--- src/rtl/wb_sevenseg_pkg.sv ---
// Shared constants for the Wishbone seven-segment controller:
// register offsets, CTRL field layout and reset values, and the hex segment table.
package wb_sevenseg_pkg;

  localparam logic [1:0] ADR_DATA   = 2'd0;
  localparam logic [1:0] ADR_CTRL   = 2'd1;
  localparam logic [1:0] ADR_DPMASK = 2'd2;
  localparam logic [1:0] ADR_BLANK  = 2'd3;

  localparam int CTRL_EN_BIT     = 0;
  localparam int CTRL_BRIGHT_LSB = 8;

  localparam logic       EN_RST     = 1'b1;
  localparam logic [7:0] BRIGHT_RST = 8'hff;

  // Active-low segments, bit 0 = a ... bit 6 = g.
  localparam logic [6:0] SEG_TABLE [16] = '{
    7'b1000000, 7'b1111001, 7'b0100100, 7'b0110000,
    7'b0011001, 7'b0010010, 7'b0000010, 7'b1111000,
    7'b0000000, 7'b0010000, 7'b0001000, 7'b0000011,
    7'b1000110, 7'b0100001, 7'b0000110, 7'b0001110
  };

endpackage

--- src/rtl/seg7_decode.sv ---
// Combinational hex-to-seven-segment decoder, active-low outputs.
module seg7_decode
  import wb_sevenseg_pkg::*;
(
  input  logic [3:0] hex,
  output logic [6:0] seg
);

  always_comb begin
    seg = SEG_TABLE[hex];
  end

endmodule

--- src/rtl/wb_sevenseg_ctrl.sv ---
// Wishbone-controlled multiplexed seven-segment driver with per-digit
// blanking, decimal points and PWM brightness.
module wb_sevenseg_ctrl
  import wb_sevenseg_pkg::*;
#(
  parameter int NUM_DIGITS = 8,
  parameter int DIV_W      = 15
) (
  input  logic                  i_wb_clk,
  input  logic                  i_wb_rst,
  input  logic [3:0]            i_wb_adr,
  input  logic [31:0]           i_wb_dat,
  input  logic [3:0]            i_wb_sel,
  input  logic                  i_wb_we,
  input  logic                  i_wb_cyc,
  input  logic                  i_wb_stb,
  output logic [31:0]           o_wb_rdt,
  output logic                  o_wb_ack,
  output logic [6:0]            o_ca,
  output logic                  o_dp,
  output logic [NUM_DIGITS-1:0] o_an
);

  localparam logic [7:0] DIG_MASK = 8'((1 << NUM_DIGITS) - 1);
  localparam logic [2:0] IDX_LAST = 3'(NUM_DIGITS - 1);

  logic [31:0]      data;
  logic             en;
  logic [7:0]       bright;
  logic [7:0]       dpmask;
  logic [7:0]       blank;
  logic [DIV_W-1:0] pre;
  logic [2:0]       idx;
  logic [7:0]       level;
  logic [3:0]       nibble;
  logic [6:0]       seg;
  logic             lit;
  logic             req;
  logic             wr;
  logic [31:0]      rd_mux;
  logic             unused_adr;

  assign unused_adr = ^i_wb_adr[1:0];
  assign req = i_wb_cyc & i_wb_stb & ~o_wb_ack;
  assign wr  = req & i_wb_we;

  always_ff @(posedge i_wb_clk) begin
    if (i_wb_rst) begin
      data   <= '0;
      en     <= EN_RST;
      bright <= BRIGHT_RST;
      dpmask <= '0;
      blank  <= '0;
    end else if (wr) begin
      case (i_wb_adr[3:2])
        ADR_DATA: begin
          for (int b = 0; b < 4; b++)
            if (i_wb_sel[b]) data[8*b +: 8] <= i_wb_dat[8*b +: 8];
        end
        ADR_CTRL: begin
          if (i_wb_sel[0]) en     <= i_wb_dat[CTRL_EN_BIT];
          if (i_wb_sel[1]) bright <= i_wb_dat[CTRL_BRIGHT_LSB +: 8];
        end
        ADR_DPMASK: if (i_wb_sel[0]) dpmask <= i_wb_dat[7:0] & DIG_MASK;
        default:    if (i_wb_sel[0]) blank  <= i_wb_dat[7:0] & DIG_MASK;
      endcase
    end
  end

  always_comb begin
    rd_mux = '0;
    case (i_wb_adr[3:2])
      ADR_DATA:   rd_mux = data;
      ADR_CTRL:   rd_mux = {16'h0, bright, 7'h0, en};
      ADR_DPMASK: rd_mux = {24'h0, dpmask};
      default:    rd_mux = {24'h0, blank};
    endcase
  end

  // Read data is captured before any same-cycle write lands.
  always_ff @(posedge i_wb_clk) begin
    if (i_wb_rst) begin
      o_wb_ack <= 1'b0;
      o_wb_rdt <= '0;
    end else begin
      o_wb_ack <= req;
      if (req) o_wb_rdt <= rd_mux;
    end
  end

  always_ff @(posedge i_wb_clk) begin
    if (i_wb_rst) begin
      pre <= '0;
      idx <= '0;
    end else begin
      pre <= pre + 1'b1;
      if (&pre) idx <= (idx == IDX_LAST) ? 3'd0 : idx + 3'd1;
    end
  end

  // Narrow prescalers compare their full count so BRIGHT still sets duty.
  if (DIV_W >= 8) begin : g_level_top
    assign level = pre[DIV_W-1 -: 8];
  end else begin : g_level_full
    assign level = 8'(pre);
  end

  assign nibble = data[{idx, 2'b00} +: 4];
  assign lit    = en & ~blank[idx] & (level < bright);

  seg7_decode u_decode (
    .hex (nibble),
    .seg (seg)
  );

  always_ff @(posedge i_wb_clk) begin
    if (i_wb_rst) begin
      o_an <= '1;
      o_ca <= '1;
      o_dp <= 1'b1;
    end else if (lit) begin
      o_an <= ~(NUM_DIGITS'(1) << idx);
      o_ca <= seg;
      o_dp <= ~dpmask[idx];
    end else begin
      o_an <= '1;
      o_ca <= '1;
      o_dp <= 1'b1;
    end
  end

endmodule

--- config.mk ---
export PLATFORM = sky130hd
export DESIGN_NAME = wb_sevenseg_ctrl
export DESIGN_NICKNAME = d
export VERILOG_FILES = /design/src/rtl/wb_sevenseg_pkg.sv /design/src/rtl/seg7_decode.sv /design/src/rtl/wb_sevenseg_ctrl.sv
export SDC_FILE = /design/constraint.sdc
export NUM_CORES = 1
export LEC_CHECK = 0
export ABC_AREA = 1
export BUFFER_PORTS_ARGS = -buffer_cell sky130_fd_sc_hd__buf_2
export CAP_MARGIN = 20
export CORE_ASPECT_RATIO = 0.8
export CORE_MARGIN = 4
export CORE_UTILIZATION = 51
export DETAILED_ROUTE_END_ITERATION = 7
export GPL_TIMING_DRIVEN = 0
export HOLD_SLACK_MARGIN = 0.05
export PLACE_DENSITY_LB_ADDON = 0.3
export SYNTH_ARGS = -nofsm -noshare
export SYNTH_HDL_FRONTEND = slang
export SYNTH_SLANG_ARGS = --single-unit
--- constraint.sdc ---
create_clock -name i_wb_clk -period 1.7 [get_ports i_wb_clk]
set_input_delay 0.255 -clock i_wb_clk [delete_from_list [all_inputs] [get_ports i_wb_clk]]
set_output_delay 0.255 -clock i_wb_clk [all_outputs]
set_load 0.01 [all_outputs]
==> metrics.md <==
| Metric | Value |
|---|---|
| N_diodes | `0` |
| Crit path launch type | `flop` |
| Die W | `between 100 and 150 um` |
| CP cell instances | `inv_4 > buf_8 > nand2_1 > nand3_2 > nand2_1 > nand2_1 > nand2_2 > ha_4 > inv_1 > nand3_1 > nand3_1 > nand3_1` |
| Stages on worst setup path | `12` |
| Clock Power Share | `between 50% and 60%` |
| Dpl cell area | `6226 um^2` |
| Crit path arrival time | `roughly 2.0 ns` |
| CP bufs+invs | `3` |
| Vias per inst | `5.643` |
| Worst Max-Slew Pin Slew | `approximately 0.75 ns` |
| Core area | `10490 um^2` |
| Initial antenna violation count | `0` |
| Num ports | `94` |
| Die ar. | `roughly 13000 um^2` |
| Max Clock Skew | `roughly 0.014 ns` |
| Post-synth top flop | `dfxtp_1` |
| Hold_buf cts | `0` |
| First-pass GRT wire length | `about 27000 um` |
| Crit Path Max Fanout | `6` |
| Max Slew Vio Count | `0` |
| CP Class | `flop to flop` |
| P_sw | `around 1.7 mW` |
| Crit path max-delay family | `simple AND/OR/NAND/NOR gates` |
| CTS max path bufs | `2` |
| Initial DRC Count | `~520` |
| Root Buffer | `clkbuf_16` |
| Final ANT Viol Nets | `0` |
| Post-layout utilization of the core | `a little under 70%` |
| Average size of a mapped cell | `approximately 7.5 um^2` |
| Flops & latches, synth | `between 100 and 150` |
| VDD IR max | `roughly 0.72 mV` |
| Fmax | `~600 MHz` |
| Crit path time final | `1.673 ns` |
| CTS tree | `built` |
| Gpl congestion | `around 0.91` |
| Cells after synthesis | `around 750` |
| Reg2reg path depth | `12` |
| Setup Viol. Count Final | `0` |
| Die Height | `101.7 um` |
| Combinational share of power | `around 6.0%` |
| Layout cell share with drive strength beyond 1 | `24.55%` |
| Status | `finished clean` |
| Clock Sinks | `124` |
| Hpwl dp | `12180 um` |
| Post-layout nets | `932` |
| Gr ovfl total | `0` |
| Top cells by count, synth | `nand2_1 (153), dfxtp_1 (124), nand3_1 (82)` |
| Clock-pin slew on the worst setup and hold paths | `0.06 ns` |
| Gr usage total | `26.65%` |
| Power per cell area | `roughly 1000 nW/um^2` |
| Clock Latency Late Sink | `0.42 ns` |
| RSZ-0062 raised after global routing | `true` |
| Yosys top cell area share | `between 40% and 50%` |
| PnR worst setup slack | `roughly 0.027 ns` |
| Drt total wl | `around 18000 um` |
| Switch share | `between 20 and 25%` |
| Leakage power | `between 3 and 4 nW` |
| Post-synth top area cell | `dfxtp_1` |
| Asr flop ratio synth | `0%` |
| Worst stage delay on the critical path | `roughly 0.38 ns` |
| Synth top area cells | `dfxtp_1 (44%), nand2_1 (10%), nand3_1 (7.3%)` |
| Starting Density | `53.40%` |
| Avg WL per Cell | `between 15 and 20 um` |
| DRC errors left | `0` |
| Library cells used by synthesis | `35` |
| Final instance area | `7164 um^2` |
| Int Pwr | `5.784 mW` |
| Part of the power in registers | `around two fifths` |
| Yosys warns | `0` |
| Largest net degree at the start of global routing | `17` |
| Total negative slack | `0 ns` |
| Register area share after synthesis | `roughly 44%` |
| Core Rows | `33` |
| First drt pass iteration count | `6` |
| Routed via count | `about 5800` |
| Hold Fails Final Rpt | `0` |
| Crit end category | `flop` |
| Critical-path top delay cell | `dfxtp_4` |
| Hold Crit Class | `primary input to flop` |
| Final period util | `between 90% and 100%` |
| Vias in the first global route | `between 5000 and 6000` |
| EDFF count, synth | `0` |
| Buffers on Ports | `90` |
| Post-synthesis net count | `813` |
| Worst rel slew slack | `roughly half` |
| H-tree levels | `4` |
| Max_cap viols | `0` |
| Mapped Area | `5600 um^2` |
| CTS buffer count | `17` |
| Top-count cell post-synth | `nand2_1` |
| Overall power | `7.436 mW` |
| Hold depth | `3` |
| Area growth from synthesis to layout | `27.93%` |
| DP Worst Slack | `-0.3503 ns` |
| Required time worst endpoint | `2.00 ns` |
## layout by cell type, fill, tap and decap left out, types with 2 or more instances in the layout
cell type,n
clkbuf_8,2
bufinv_16,5
buf_8,2
ha_2,2
clkbuf_16,18
nand3_2,15
ha_4,3
inv_4,2
nand3_1,72
o31ai_1,13
dfxtp_1,119
a31oi_1,15
dfxtp_2,3
nand2_4,4
nor2_2,5
nand2_1,149
buf_4,13
nor3_1,4
inv_2,8
nand2_2,8
ha_1,15
dfxtp_4,2
buf_6,6
o21ai_0,72
a21oi_1,75
nor2_1,23
inv_1,76
o31ai_2,2
clkinv_2,4
o21ai_1,9
nand4_1,2
clkinvlp_4,3
nor2_4,5
clkbuf_1,14
buf_2,100
## what timing repair did
item,4_1_cts,5_1_grt
setup buffers,1,7
cloned,0,2
pin swaps,1,11
setup endpoints to repair,15,22
gates resized for setup,19,38
## power groups by stage
stage                     combinational, mW  sequential (mW)  clock [mW]
after floorplan                       0.213             3.07           0
after global placement                0.407             3.06           0
after detailed placement              0.415             3.06           0
after CTS                             0.420             2.99        4.01
after global routing                  0.489             3.00        4.13
final                                 0.447             3.00        3.99
## kinds of logic (layout without fill, tap and decap cells)
family | Yosys count | in the layout | synth area share, %
and+or+nand+nor | 290 | 291 | 23.37
DFF | 124 | 124 | 44.33
buffers and inverters | 124 | 255 | 9.428
xor gates and xnor gates | 1 | 1 | 0.1564
AOI/OAI and AO/OA | 189 | 189 | 18.25
adders and majority gates | 20 | 20 | 4.468
## metal layers
metal / track usage (%) / part of all wire (%) / routed length [um]
met1: 33.26 / 41 / 7291
met2: 44.53 / 48 / 8541
met3: 7.011 / 8.5 / 1518
met4: 10.75 / 2.9 / 518
met5: 0 / 0 / 0
## state kept, by name (all words and copies together), names as in the netlist
name / cells
blank: 8
o_wb_ack: 1
o_dp: 1
dpmask: 8
o_wb_rdt: 32
en: 1
o_an: 8
idx: 3
bright: 8
o_ca: 7
data: 32
pre: 15
## per-stage QoR
stage | cells | hold WS (ns)
floorplan | 748 | 0.3682
global placement | 978 | 0.4309
detailed placement | 978 | 0.4538
CTS | 1011 | 0.07049
global route | 1020 | 0.07707
finish | 1020 | 0.07290
## area by class of cell
type,instances,area [um^2]
plain buffers,37,237.7
clock buffers,20,456.7
clock inverters,12,192.7
fillers,884,3323
inverters,87,336.6
multi-input cells,501,2736
flip-flops and latches,124,2494
well taps,140,175.2
repair buffers,99,535.5
## worst reg2reg max path, cell delays in order (launching register included)
cell and delay (ns):
dfxtp_4 0.38, inv_4 0.09, buf_8 0.12, nand2_1 0.08, nand3_2 0.10, nand2_1 0.06, nand2_1 0.08, nand2_2 0.10
ha_4 0.19, inv_1 0.10, nand3_1 0.08, nand3_1 0.10, nand3_1 0.08
## path summary, 6_finish.rpt
path	startpoint	end	slack, ns
setup / recovery	idx[0]	o_ca[0]	0.03
hold / removal	i_wb_dat[8]	bright[0]	0.07
setup reg to reg	idx[0]	o_ca[0]	0.03
hold reg to reg	pre[0]	pre[0]	0.46
Power figures use the tool's default switching activity.
